**config.mk**
```make
export PLATFORM = sky130hd
export DESIGN_NAME = pe_acc
export DESIGN_NICKNAME = d
export VERILOG_FILES = /design/src/rtl/pe_pkg.sv /design/src/rtl/pe_lane_mul.sv /design/src/rtl/pe_acc.sv
export SDC_FILE = /design/constraint.sdc
export NUM_CORES = 1
export LEC_CHECK = 0
export ABC_AREA = 1
export BUFFER_PORTS_ARGS = -buffer_cell sky130_fd_sc_hd__buf_2
export CELL_PAD_IN_SITES_DETAIL_PLACEMENT = 0
export CELL_PAD_IN_SITES_GLOBAL_PLACEMENT = 1
export CORE_MARGIN = 8
export CORE_UTILIZATION = 45
export DETAILED_ROUTE_END_ITERATION = 6
export GPL_TIMING_DRIVEN = 0
export MAX_ROUTING_LAYER = met4
export PLACE_DENSITY_LB_ADDON = 0.1
export SYNTH_ARGS = -nofsm -noshare
export SYNTH_HDL_FRONTEND = slang
export SYNTH_SLANG_ARGS = --single-unit
export TNS_END_PERCENT = 50
```
**constraint.sdc**
```tcl
create_clock -name clk -period 5.75 [get_ports clk]
set_input_delay 0.575 -clock clk [delete_from_list [all_inputs] [get_ports clk]]
set_output_delay 0.575 -clock clk [all_outputs]
set_load 0.01 [all_outputs]
```
**src/rtl/pe_pkg.sv**
```systemverilog
// pe_pkg: shared types and elaboration-time helpers for the pe_acc
// multiply-accumulate processing element.
//   pe_state_e : window FSM states (IDLE, ACCUM)
//   clog2      : ceiling log2, clog2(1) = 0
//   acc_width  : accumulator width that cannot overflow over a full window
package pe_pkg;

  typedef enum logic {
    IDLE  = 1'b0,
    ACCUM = 1'b1
  } pe_state_e;

  function automatic int clog2(input int value);
    int result;
    int rem;
    result = 0;
    rem    = value - 1;
    while (rem > 0) begin
      result = result + 1;
      rem    = rem >> 1;
    end
    return result;
  endfunction

  // Product width plus growth for the lane adder tree and the window sum.
  function automatic int acc_width(input int data_width, input int weight_width,
                                   input int lanes, input int acc_depth);
    return data_width + weight_width + clog2(lanes) + clog2(acc_depth);
  endfunction

endpackage

```
**src/rtl/pe_lane_mul.sv**
```systemverilog
// pe_lane_mul: one registered lane multiplier.
//   clk, rst : clock, synchronous active-high reset
//   en       : capture a new product this cycle
//   pixel    : DATA_WIDTH pixel
//   weight   : WEIGHT_WIDTH weight
//   product  : registered DATA_WIDTH+WEIGHT_WIDTH product, signed when SIGNED=1
module pe_lane_mul #(
  parameter int DATA_WIDTH   = 8,
  parameter int WEIGHT_WIDTH = 8,
  parameter bit SIGNED       = 1'b0,
  localparam int PROD_WIDTH  = DATA_WIDTH + WEIGHT_WIDTH
) (
  input  logic                    clk,
  input  logic                    rst,
  input  logic                    en,
  input  logic [DATA_WIDTH-1:0]   pixel,
  input  logic [WEIGHT_WIDTH-1:0] weight,
  output logic [PROD_WIDTH-1:0]   product
);

  logic [PROD_WIDTH-1:0] pixel_ext;
  logic [PROD_WIDTH-1:0] weight_ext;
  logic [PROD_WIDTH-1:0] product_next;

  // Extending both operands to the full product width first means a plain
  // modular multiply yields the exact result in either signedness.
  generate
    if (SIGNED) begin : g_signed
      assign pixel_ext  = PROD_WIDTH'($signed(pixel));
      assign weight_ext = PROD_WIDTH'($signed(weight));
    end else begin : g_unsigned
      assign pixel_ext  = PROD_WIDTH'(pixel);
      assign weight_ext = PROD_WIDTH'(weight);
    end
  endgenerate

  assign product_next = pixel_ext * weight_ext;

  always_ff @(posedge clk) begin
    if (rst) begin
      product <= '0;
    end else if (en) begin
      product <= product_next;
    end
  end

endmodule

```
**src/rtl/pe_acc.sv**
```systemverilog
// pe_acc: multi-lane multiply-accumulate processing element.
//   clk, rst        : clock, synchronous active-high reset
//   w_load, w_in    : load the per-lane weight register (lane 0 in LSBs)
//   pe_valid        : pe_input holds a valid tap
//   pe_input        : per-lane pixels (lane 0 in LSBs)
//   pe_clear        : abort the current window
//   pe_pixel_out    : pe_input delayed one cycle
//   pe_valid_out    : pe_valid delayed one cycle
//   pe_weight_out   : current weight register
//   pe_output       : last completed window sum
//   pe_output_valid : one-cycle pulse when pe_output updates
//   pe_busy         : a window is in progress
module pe_acc
  import pe_pkg::*;
#(
  parameter int DATA_WIDTH   = 8,
  parameter int WEIGHT_WIDTH = 8,
  parameter int LANES        = 4,
  parameter int ACC_DEPTH    = 9,
  parameter bit SIGNED       = 1'b0,
  localparam int ACC_WIDTH   = acc_width(DATA_WIDTH, WEIGHT_WIDTH, LANES, ACC_DEPTH)
) (
  input  logic                          clk,
  input  logic                          rst,
  input  logic                          w_load,
  input  logic [LANES*WEIGHT_WIDTH-1:0] w_in,
  input  logic                          pe_valid,
  input  logic [LANES*DATA_WIDTH-1:0]   pe_input,
  input  logic                          pe_clear,
  output logic [LANES*DATA_WIDTH-1:0]   pe_pixel_out,
  output logic                          pe_valid_out,
  output logic [LANES*WEIGHT_WIDTH-1:0] pe_weight_out,
  output logic [ACC_WIDTH-1:0]          pe_output,
  output logic                          pe_output_valid,
  output logic                          pe_busy
);

  localparam int PROD_WIDTH = DATA_WIDTH + WEIGHT_WIDTH;
  localparam int TAP_WIDTH  = (clog2(ACC_DEPTH) > 0) ? clog2(ACC_DEPTH) : 1;
  localparam logic [TAP_WIDTH-1:0] LAST_TAP = TAP_WIDTH'(ACC_DEPTH - 1);

  logic [LANES*WEIGHT_WIDTH-1:0] w_reg;
  logic [LANES*DATA_WIDTH-1:0]   pixel_reg;
  logic                          valid_reg;

  pe_state_e             state_reg, state_next;
  logic [TAP_WIDTH-1:0]  tap_cnt_reg, tap_cnt_next;
  logic                  tag_first, tag_last;

  logic                  s1_valid_reg, s1_first_reg, s1_last_reg;
  logic                  tap_accept;
  logic [LANES-1:0][PROD_WIDTH-1:0] prod;
  logic [LANES-1:0][ACC_WIDTH-1:0]  prod_ext;
  logic [ACC_WIDTH-1:0]  lane_sum;
  logic [ACC_WIDTH-1:0]  acc_reg, acc_next;
  logic [ACC_WIDTH-1:0]  out_reg;
  logic                  out_valid_reg;

  // Clear wins over a simultaneous tap.
  assign tap_accept = pe_valid && !pe_clear;

  // Stage 1: per-lane products using the weights held before any same-cycle load.
  generate
    for (genvar gi = 0; gi < LANES; gi++) begin : g_lane
      pe_lane_mul #(
        .DATA_WIDTH  (DATA_WIDTH),
        .WEIGHT_WIDTH(WEIGHT_WIDTH),
        .SIGNED      (SIGNED)
      ) u_mul (
        .clk    (clk),
        .rst    (rst),
        .en     (tap_accept),
        .pixel  (pe_input[gi*DATA_WIDTH +: DATA_WIDTH]),
        .weight (w_reg[gi*WEIGHT_WIDTH +: WEIGHT_WIDTH]),
        .product(prod[gi])
      );

      if (SIGNED) begin : g_sext
        assign prod_ext[gi] = ACC_WIDTH'($signed(prod[gi]));
      end else begin : g_zext
        assign prod_ext[gi] = ACC_WIDTH'(prod[gi]);
      end
    end
  endgenerate

  always_comb begin
    lane_sum = '0;
    for (int i = 0; i < LANES; i++) begin
      lane_sum = lane_sum + prod_ext[i];
    end
  end

  // A first tag reloads instead of adding, so back-to-back windows need no bubble.
  assign acc_next = s1_first_reg ? lane_sum : (acc_reg + lane_sum);

  // Window FSM: tags each accepted tap as first and/or last of its window.
  always_ff @(posedge clk) begin
    if (rst) begin
      state_reg   <= IDLE;
      tap_cnt_reg <= '0;
    end else begin
      state_reg   <= state_next;
      tap_cnt_reg <= tap_cnt_next;
    end
  end

  always_comb begin
    state_next   = state_reg;
    tap_cnt_next = tap_cnt_reg;
    tag_first    = 1'b0;
    tag_last     = 1'b0;
    if (pe_clear) begin
      state_next   = IDLE;
      tap_cnt_next = '0;
    end else if (pe_valid) begin
      case (state_reg)
        IDLE: begin
          tag_first = 1'b1;
          if (ACC_DEPTH == 1) begin
            tag_last = 1'b1;
          end else begin
            state_next   = ACCUM;
            tap_cnt_next = TAP_WIDTH'(1);
          end
        end
        ACCUM: begin
          if (tap_cnt_reg == LAST_TAP) begin
            tag_last     = 1'b1;
            state_next   = IDLE;
            tap_cnt_next = '0;
          end else begin
            tap_cnt_next = tap_cnt_reg + TAP_WIDTH'(1);
          end
        end
        default: begin
          state_next   = IDLE;
          tap_cnt_next = '0;
        end
      endcase
    end
  end

  // Forwarding, weight register, stage-1 tags and stage-2 accumulator.
  always_ff @(posedge clk) begin
    if (rst) begin
      w_reg         <= '0;
      pixel_reg     <= '0;
      valid_reg     <= 1'b0;
      s1_valid_reg  <= 1'b0;
      s1_first_reg  <= 1'b0;
      s1_last_reg   <= 1'b0;
      acc_reg       <= '0;
      out_reg       <= '0;
      out_valid_reg <= 1'b0;
    end else begin
      pixel_reg     <= pe_input;
      valid_reg     <= pe_valid;
      if (w_load) begin
        w_reg <= w_in;
      end
      s1_valid_reg  <= tap_accept;
      s1_first_reg  <= tag_first;
      s1_last_reg   <= tag_last;
      out_valid_reg <= 1'b0;
      // A clear also kills the tap currently leaving stage 1.
      if (s1_valid_reg && !pe_clear) begin
        acc_reg <= acc_next;
        if (s1_last_reg) begin
          out_reg       <= acc_next;
          out_valid_reg <= 1'b1;
        end
      end
    end
  end

  assign pe_pixel_out    = pixel_reg;
  assign pe_valid_out    = valid_reg;
  assign pe_weight_out   = w_reg;
  assign pe_output       = out_reg;
  assign pe_output_valid = out_valid_reg;
  assign pe_busy         = (state_reg == ACCUM);

endmodule

```
==> results of run 1 <==
tightest hold or removal path, stage by stage:
cell,delay (ps)
buf_2,70
nor2_1,30
nor2_1,80
layout by cell type, fill, tap and decap left out, types with 5 or more instances in the layout:
cell type / synthesis / final
o22ai_1: 16 / 16
o21a_1: 17 / 17
nand4_1: 12 / 12
xnor2_1: 18 / 18
inv_8: 0 / 5
and2_1: 10 / 10
nor3_1: 15 / 15
inv_2: 6 / 6
buf_2: 11 / 136
clkinv_8: 0 / 5
nand3_1: 105 / 105
fa_1: 177 / 177
dfxtp_1: 182 / 182
o21ai_0: 132 / 132
a21oi_1: 118 / 118
nand2_2: 9 / 9
o21ai_1: 13 / 13
inv_1: 573 / 573
nand2_1: 528 / 528
nor2_1: 220 / 220
clkbuf_8: 6 / 6
clkbuf_1: 85 / 85
ha_1: 184 / 184
clkbuf_16: 0 / 17
o21bai_1: 12 / 12
a21o_1: 5 / 5
buf_1: 6 / 6
xor2_1: 16 / 16
o211ai_1: 8 / 8
nand3b_1: 12 / 12
routing by layer:
metal | track usage, % | vias to the layer above
li1 | - | 7958
met1 | 28.5 | 7461
met2 | 38.3 | 258
met3 | 3.69 | 58
met4 | 6.90 | 0
met5 | - | -
kinds of logic (layout without fill, tap and decap cells):
family | Yosys count | in the layout | share of synthesized area (%)
flip-flops | 182 | 182 | 20.1
adder cells (fa/ha/maj) | 361 | 361 | 32.3
buffers and inverters | 689 | 846 | 14.7
XOR/XNOR | 34 | 34 | 1.65
AND/OR/NAND/NOR | 927 | 927 | 21.1
multiplexers | 2 | 2 | 0.111
AO/OA/AOI/OAI | 330 | 330 | 10.0
how the worst min path moves through the flow:
| stage | endpoint | cells past startpoint |
|---|---|---|
| after detailed placement | pe_output[0] | 2 |
| after CTS | pe_weight_out[1] | 3 |
| final | pe_weight_out[1] | 3 |
| after global routing | pe_weight_out[25] | 3 |
| after floorplan | g_lane[2].u_mul.product[2] | 2 |
| after global placement | pe_output[0] | 2 |
cells in the mapped netlist, drive strengths merged:
library cell	number	share of area [%]
nand3	108	3.1
a211oi	1	0.042
fa	177	20
o21bai	12	0.50
or2	5	0.17
clkbuf	91	2.2
o2111ai	2	0.097
o21a	17	0.71
and2	10	0.35
buf	17	0.43
nand4	12	0.42
o21ai	146	4.1
ha	184	13
nor2	225	4.8
a21oi	121	3.4
nor4	2	0.069
nor3	16	0.47
inv	579	12
nand3b	12	0.50
dfxtp	182	20
a221oi	1	0.048
nand2	537	11
a21boi	1	0.042
xor2	16	0.77
clkinv	2	0.048
o211ai	8	0.33
xnor2	18	0.87
o22ai	16	0.55
a21o	5	0.21
mux2i	2	0.11
per-stage QoR:
| stage | std cells | util, % | power [uW] |
|---|---|---|---|
| floorplan | 2525 | - | 3040 |
| global placement | 3175 | 48.8 | 3660 |
| detailed placement | 3175 | 48.8 | 3680 |
| CTS | 3207 | 50.3 | 4950 |
| global route | 3207 | 50.3 | 5320 |
| finish | 3207 | 50.3 | 4890 |
area by class of cell:
cell class	count	share of cell area [%]
buffer	108	2.40
multi-input combinational	1654	59.0
tap	525	3.29
clock inverter	15	0.902
clock buffer	17	2.13
inverter	581	10.9
timing repair buffer	125	3.13
sequential	182	18.2
where the power goes:
part	switching, uW	total (uW)	leakage [uW]	internal [uW]
Sequential	29.7	1370	0.00150	1340
Combinational	1480	2290	0.00958	803
Clock	647	1240	0.000292	589
Total	2160	4890	0.0114	2730
==> results_dict.tcl, run 1 <==
set metrics [dict create \
    die_area_um2 46900 \
    syn_nets 2955 \
    cts_setup_buffers 0 \
    power.density_cell_area_nw_per_um2 245 \
    vias_per_cell 4.91 \
    drive_gt1_share_pct 7.61 \
    multi_input_area_um2 11800 \
    rsz0062_at_grt "no" \
    ctsResizeCount 0 \
    cp_num_buf_inv 5 \
    first_pass_iters 7 \
    status "complete, no violations" \
    ir_drop_v 0.000267 \
    portBuffers 125 \
    n_fill_cell 4149 \
    wl_met2_mm 24.2 \
    max_freq_ghz 0.219 \
    floorplan.die.height_um 216 \
    antenna_found_initial 1 \
    htreeDepth 4 \
    hold_path.class "input pin to flip-flop" \
    critPathArrivalTime_ps 5020 \
    vias 15700 \
    setup_tns_ps 0 \
    reg2regPathDepth 16 \
    grt_pass1_vias 16100 \
    routed.top_layer "met4" \
    worst_slew_pin_slew_ps 934 \
    timing.final.ws_setup_ps 1180 \
    ys_seq_area_share_pct 20.1 \
    design_area_um2 20000 \
    critPathKind "flip-flop to flip-flop" \
    grt_pass1_wl_mm 83.9 \
    cp-end-kind "flip-flop" \
    hold_start "w_in[1]" \
    largest_reg_flops 64 \
    wl_met1_mm 23.8 \
    ys_seq_elements 182 \
    worst_skew_pair.late_latency_ps 500 \
    path_clk_slew_ps 80 \
    avgSynthCellArea_um2 7.16 \
    antenna_cells 0 \
    initial_utilization_pct 45.5 \
    max_slew_margin_pct 37.7 \
    crit_end "g_lane[0].u_mul.product[9]" \
    hold_slack_ps 290 \
    routabilityCongestion 0.923 \
    overflow 0 \
    r2r-start "pe_weight_out[2]" \
    core_area_um2 39700 \
    drtAntennaViolNets 0 \
    hold_viol 0 \
    ios 158 \
    p_leak_uw 0.0114 \
    cp_slowest_stage_delay_ps 550 \
    dr_wl_met3_mm 1.98 \
    netlist_area_um2 18100 \
    grt_max_degree 21 \
    cts.sinks 182 \
    regArea_um2 3640 \
    dp_slack_ps 978 \
    postPlaceCellArea_um2 19400 \
    yosys_warnings 0 \
    critPathLaunchType "flip-flop" \
    cts-root-buf "clkbuf_16" \
    finalSetupViolCount 0 \
    wire_per_inst_um 15.9 \
    critical_path_cell_count 16 \
    cp_cell_sequence "clkbuf_1 > nand2_1 > fa_1 > fa_1 > inv_1 > fa_1 > inv_1 > fa_1 > inv_1 > ha_1 > nand2_1 > o21ai_0 > nor2_1 > xnor2_1 > o21ai_0 > inv_1" \
    track_usage_pct 23.0 \
    period_minus_slack_ps 4570 \
    slew_viol_final 0 \
    clockBufferDepth 2 \
    cp_data_required_time_ps 6200 \
    area_growth_pct 10.4 \
    worstReg2RegEnd "g_lane[0].u_mul.product[9]" \
    cts_buffers 17 \
    top_register "g_lane.u_mul.product" \
    cts_tree "built" \
    rows 73 \
    crit_family "adder cells" \
    drc 0 \
    cp_max_fo 9 \
    syn_inst 2525 \
    fin_crit_sh_pct 79.4 \
    dp_hpwl_mm 42.2 \
    drt_iter0_markers 834 \
    rrSetupSlack_ps 1180 \
    crit_start "pe_weight_out[2]" \
    clock_skew_ps 13.2 \
    die_x_um 216 \
    drt-total-wl_mm 51.1 \
    fin_nets 3099 \
    cp_slowest_cell "fa_1" \
    maxCapViolations 0 \
    synth_cell_types 44 \
    cts-hold-fix-buffers 0 \
]
Power figures use the tool's default switching activity.
==> inputs of run 2 (changes only) <==
--- a/config.mk
+++ b/config.mk
@@ -5,12 +5,12 @@
 export SDC_FILE = /design/constraint.sdc
 export NUM_CORES = 1
 export LEC_CHECK = 0
-export ABC_AREA = 1
+export ABC_AREA = 0
 export BUFFER_PORTS_ARGS = -buffer_cell sky130_fd_sc_hd__buf_2
 export CELL_PAD_IN_SITES_DETAIL_PLACEMENT = 0
 export CELL_PAD_IN_SITES_GLOBAL_PLACEMENT = 1
 export CORE_MARGIN = 8
-export CORE_UTILIZATION = 45
+export CORE_UTILIZATION = 47
 export DETAILED_ROUTE_END_ITERATION = 6
 export GPL_TIMING_DRIVEN = 0
 export MAX_ROUTING_LAYER = met4
==> constraint.sdc (replaced) <==
create_clock -name clk -period 4.3 [get_ports clk]
set_input_delay 0.43 -clock clk [delete_from_list [all_inputs] [get_ports clk]]
set_output_delay 0.43 -clock clk [all_outputs]
set_load 0.01 [all_outputs]
==> run 2 against run 1 <==
Effect of this change: the run now ends with negative setup slack left; critical path depth rose by 6; sequential power rose by 35%; final area fell by 0.25%; clock skew fell by 2.6 ps; maximum frequency fell by 9.5%; clock power rose by 35%; worst hold slack got worse by 81 ps; power rose by 17%; utilization rose by 5.9 points; area after synthesis fell by 6.7%.
==> results_dict.tcl, run 2 <==
set metrics [dict create \
    yosys_warnings 0 \
    period_minus_slack_ps 5050 \
    p_leak_uw 0.00938 \
    netlist_area_um2 16900 \
    layout_common_cells "272 x inv_1, 242 x nand2_1, 173 x fa_1" \
    path_clk_slew_ps 80 \
    drt_iter0_markers 530 \
    grt_pass1_vias 14400 \
    r2r-start "g_lane[2].u_mul.product[1]" \
    synthTopCellsByCount "277 x inv_1, 244 x nand2_1, 184 x ha_1" \
    track_usage_pct 23.2 \
    cts.sinks 182 \
    yosys.area.top_type "dfxtp_1" \
    grt_max_degree 17 \
    intPower_uw 3610 \
    dp_slack_ps -1150 \
    yosys.area_share.xor_xnor_pct 3.17 \
    yosys.area_share.adder_pct 34.6 \
    rows 69 \
    hold_path.class "input pin to flip-flop" \
    hold_viol 0 \
    syn_inst 1954 \
    drc 0 \
    regArea_um2 3720 \
    fin_crit_sh_pct 117 \
    power_frac_comb_pct 38.4 \
    initial_utilization_pct 47.5 \
    finalSetupViolCount 24 \
    area_growth_pct 18.1 \
    final_cell_count_no_fill 2622 \
    portBuffers 146 \
    cp_cell_sequence "inv_2 > fa_1 > inv_2 > fa_1 > ha_2 > inv_2 > fa_2 > nor2b_2 > o31a_1 > o31a_1 > o31a_1 > buf_6 > xor2_4 > ha_4 > a21o_1 > o21bai_1 > a22o_1 > a31oi_4 > nand2b_4 > o311a_1 > nand3b_1 > a31oi_1" \
    async_reset_ff_share_pct 0 \
    top_register "g_lane.u_mul.product" \
    power.switching_uw 2110 \
    max_slew_margin_pct 24.6 \
    fin_nets 2578 \
    timing.final.ws_setup_ps -749 \
    die_x_um 205 \
    die_area_um2 42200 \
    cp_data_required_time_ps 4670 \
    netlist.area_leader.share_pct 21.6 \
    hold_start "w_in[23]" \
    crit_family "compound AO/OA/AOI/OAI gates" \
    clock_skew_ps 10.6 \
    ys_seq_elements 182 \
    critPathLaunchType "flip-flop" \
    first_pass_iters 5 \
    ios 158 \
    violations "negative setup slack" \
    synth_cell_types 58 \
    netlist_top_cells_area "dfxtp_1 22%, fa_1 21%, ha_1 14%" \
    rrSetupSlack_ps -750 \
    ir_drop_v 0.000298 \
    cts-hold-fix-buffers 0 \
    layout_commonest_cell "inv_1" \
    cts-root-buf "clkbuf_16" \
    vias_per_cell 5.21 \
    syn_nets 2384 \
    clockBufferDepth 2 \
    antenna_found_initial 1 \
    clkPwrFrac_pct 29.2 \
    critPathArrivalTime_ps 5420 \
    multi_input_area_um2 12700 \
    worst_slew_pin_slew_ps 1130 \
    synth-edff-count 0 \
    crit_start "g_lane[2].u_mul.product[1]" \
    routabilityCongestion 0.894 \
    wire_per_inst_um 17.7 \
    overflow 0 \
    cts_tree "built" \
    slew_viol_final 0 \
    yosysMostFrequentCell "inv_1" \
    critPathKind "flip-flop to flip-flop" \
    cp_num_buf_inv 4 \
    cts_buffers 17 \
    power.density_cell_area_nw_per_um2 287 \
    synth_top_family_by_area "adder cells" \
    floorplan.die.height_um 205 \
    synth_simple_gate_area_share_pct 18.8 \
    core_area_um2 35500 \
    rsz0062_at_grt "yes" \
    hold_slack_ps 208 \
    ys_seq_area_share_pct 21.6 \
    maxCapViolations 0 \
    cp_slowest_cell "fa_1" \
    drive_gt1_share_pct 17.5 \
    p_seq_share_pct 32.4 \
    vias 13700 \
    status "finished with violations" \
    dp_cells 2561 \
    synth_compound_area_share_pct 11.7 \
    antenna_cells 0 \
    largest_reg_flops 64 \
    max_freq_ghz 0.198 \
    dp_hpwl_mm 35.8 \
    avgSynthCellArea_um2 8.63 \
    cp_max_fo 3 \
    htreeDepth 4 \
    drt-total-wl_mm 46.5 \
    worst_skew_pair.late_latency_ps 450 \
    cp-end-kind "flip-flop" \
    drtAntennaViolNets 0 \
    p_sw_share_pct 36.9 \
    cp_slowest_stage_delay_ps 540 \
    synth_mux_area_share_pct 2.37 \
    n_fill_cell 3319 \
    grt_pass1_wl_mm 75.5 \
    yosys_most_used_dff "dfxtp_1" \
]
==> run 2: changes by cell type after synthesis, moves of 30 or more <==
cell | previous run | this run
nand3_1 | 105 | 14
nor2_1 | 220 | 133
clkbuf_1 | 85 | 55
and2_1 | 10 | 146
nand2_1 | 528 | 244
inv_1 | 573 | 277
nor2b_1 | 0 | 46
o21ai_0 | 132 | 45
mux2i_1 | 2 | 40
a211oi_1 | 1 | 39
==> run 2: cell families (layout without fill, tap and decap cells) <==
group,count (synthesis),in the layout
AND/OR/NAND/NOR,662,662
flip-flops,182,182
AO/OA/AOI/OAI,302,302
multiplexers,40,40
adder cells (fa/ha/maj),361,361
XOR/XNOR,61,61
buffers and inverters,346,553
==> run 2: per-stage QoR <==
step | utilization [%] | setup TNS [ps] | power [uW] | instance area [um2]
4_1_cts | 54.6 | -8110 | 5610 | 19400
3_3_place_gp | 51.4 | -21930 | 3780 | 18200
6_report | 56.2 | -9560 | 5720 | 19900
2_1_floorplan | - | -1710 | 3250 | 16900
3_5_place_dp | 51.4 | -22800 | 3800 | 18200
5_1_grt | 56.2 | -16730 | 6110 | 19900
==> run 2: tightest hold or removal path: stages <==
cell	delay, ps
buf_2	70
mux2i_1	50
nor2_1	70
==> run 2: power by group through the flow <==
stage               Clock, uW  Sequential (uW)  Combinational [uW]
detailed placement          0             1880                1920
CTS                      1710             1850                2050
floorplan                   0             1870                1380
global route             1770             1870                2480
global placement            0             1880                1900
finish                   1670             1850                2200
==> run 2: what timing repair did <==
item                                    CTS  global route
endpoints found under the setup margin   46            50
gates resized for setup                  97            99
setup buffers                            26            12
pin swaps                                36            52
==> run 2: path summary, 6_finish.rpt <==
check / depth (start not counted) / endpoint
min reg2reg: 2 / pe_output[19]
min: 3 / pe_weight_out[23]
max reg2reg: 22 / acc_reg[19]
max: 22 / acc_reg[19]
==> run 2: area by class of cell <==
cell class / instances / area share [%]
plain buffers: 60 / 1.19
clock buffers: 20 / 2.24
clock inverters: 12 / 0.722
inverters: 277 / 5.22
multi-input cells: 1426 / 63.9
flip-flops and latches: 182 / 18.7
well taps: 461 / 2.89
repair buffers: 184 / 5.21
==> run 2: metal layers <==
layer	up-vias	share of wire (%)	track usage, %
met5	-	0	-
met4	0	1.3	5.21
met3	41	3.5	2.33
met2	223	49	38.9
met1	6715	47	29.9
li1	6675	-	-
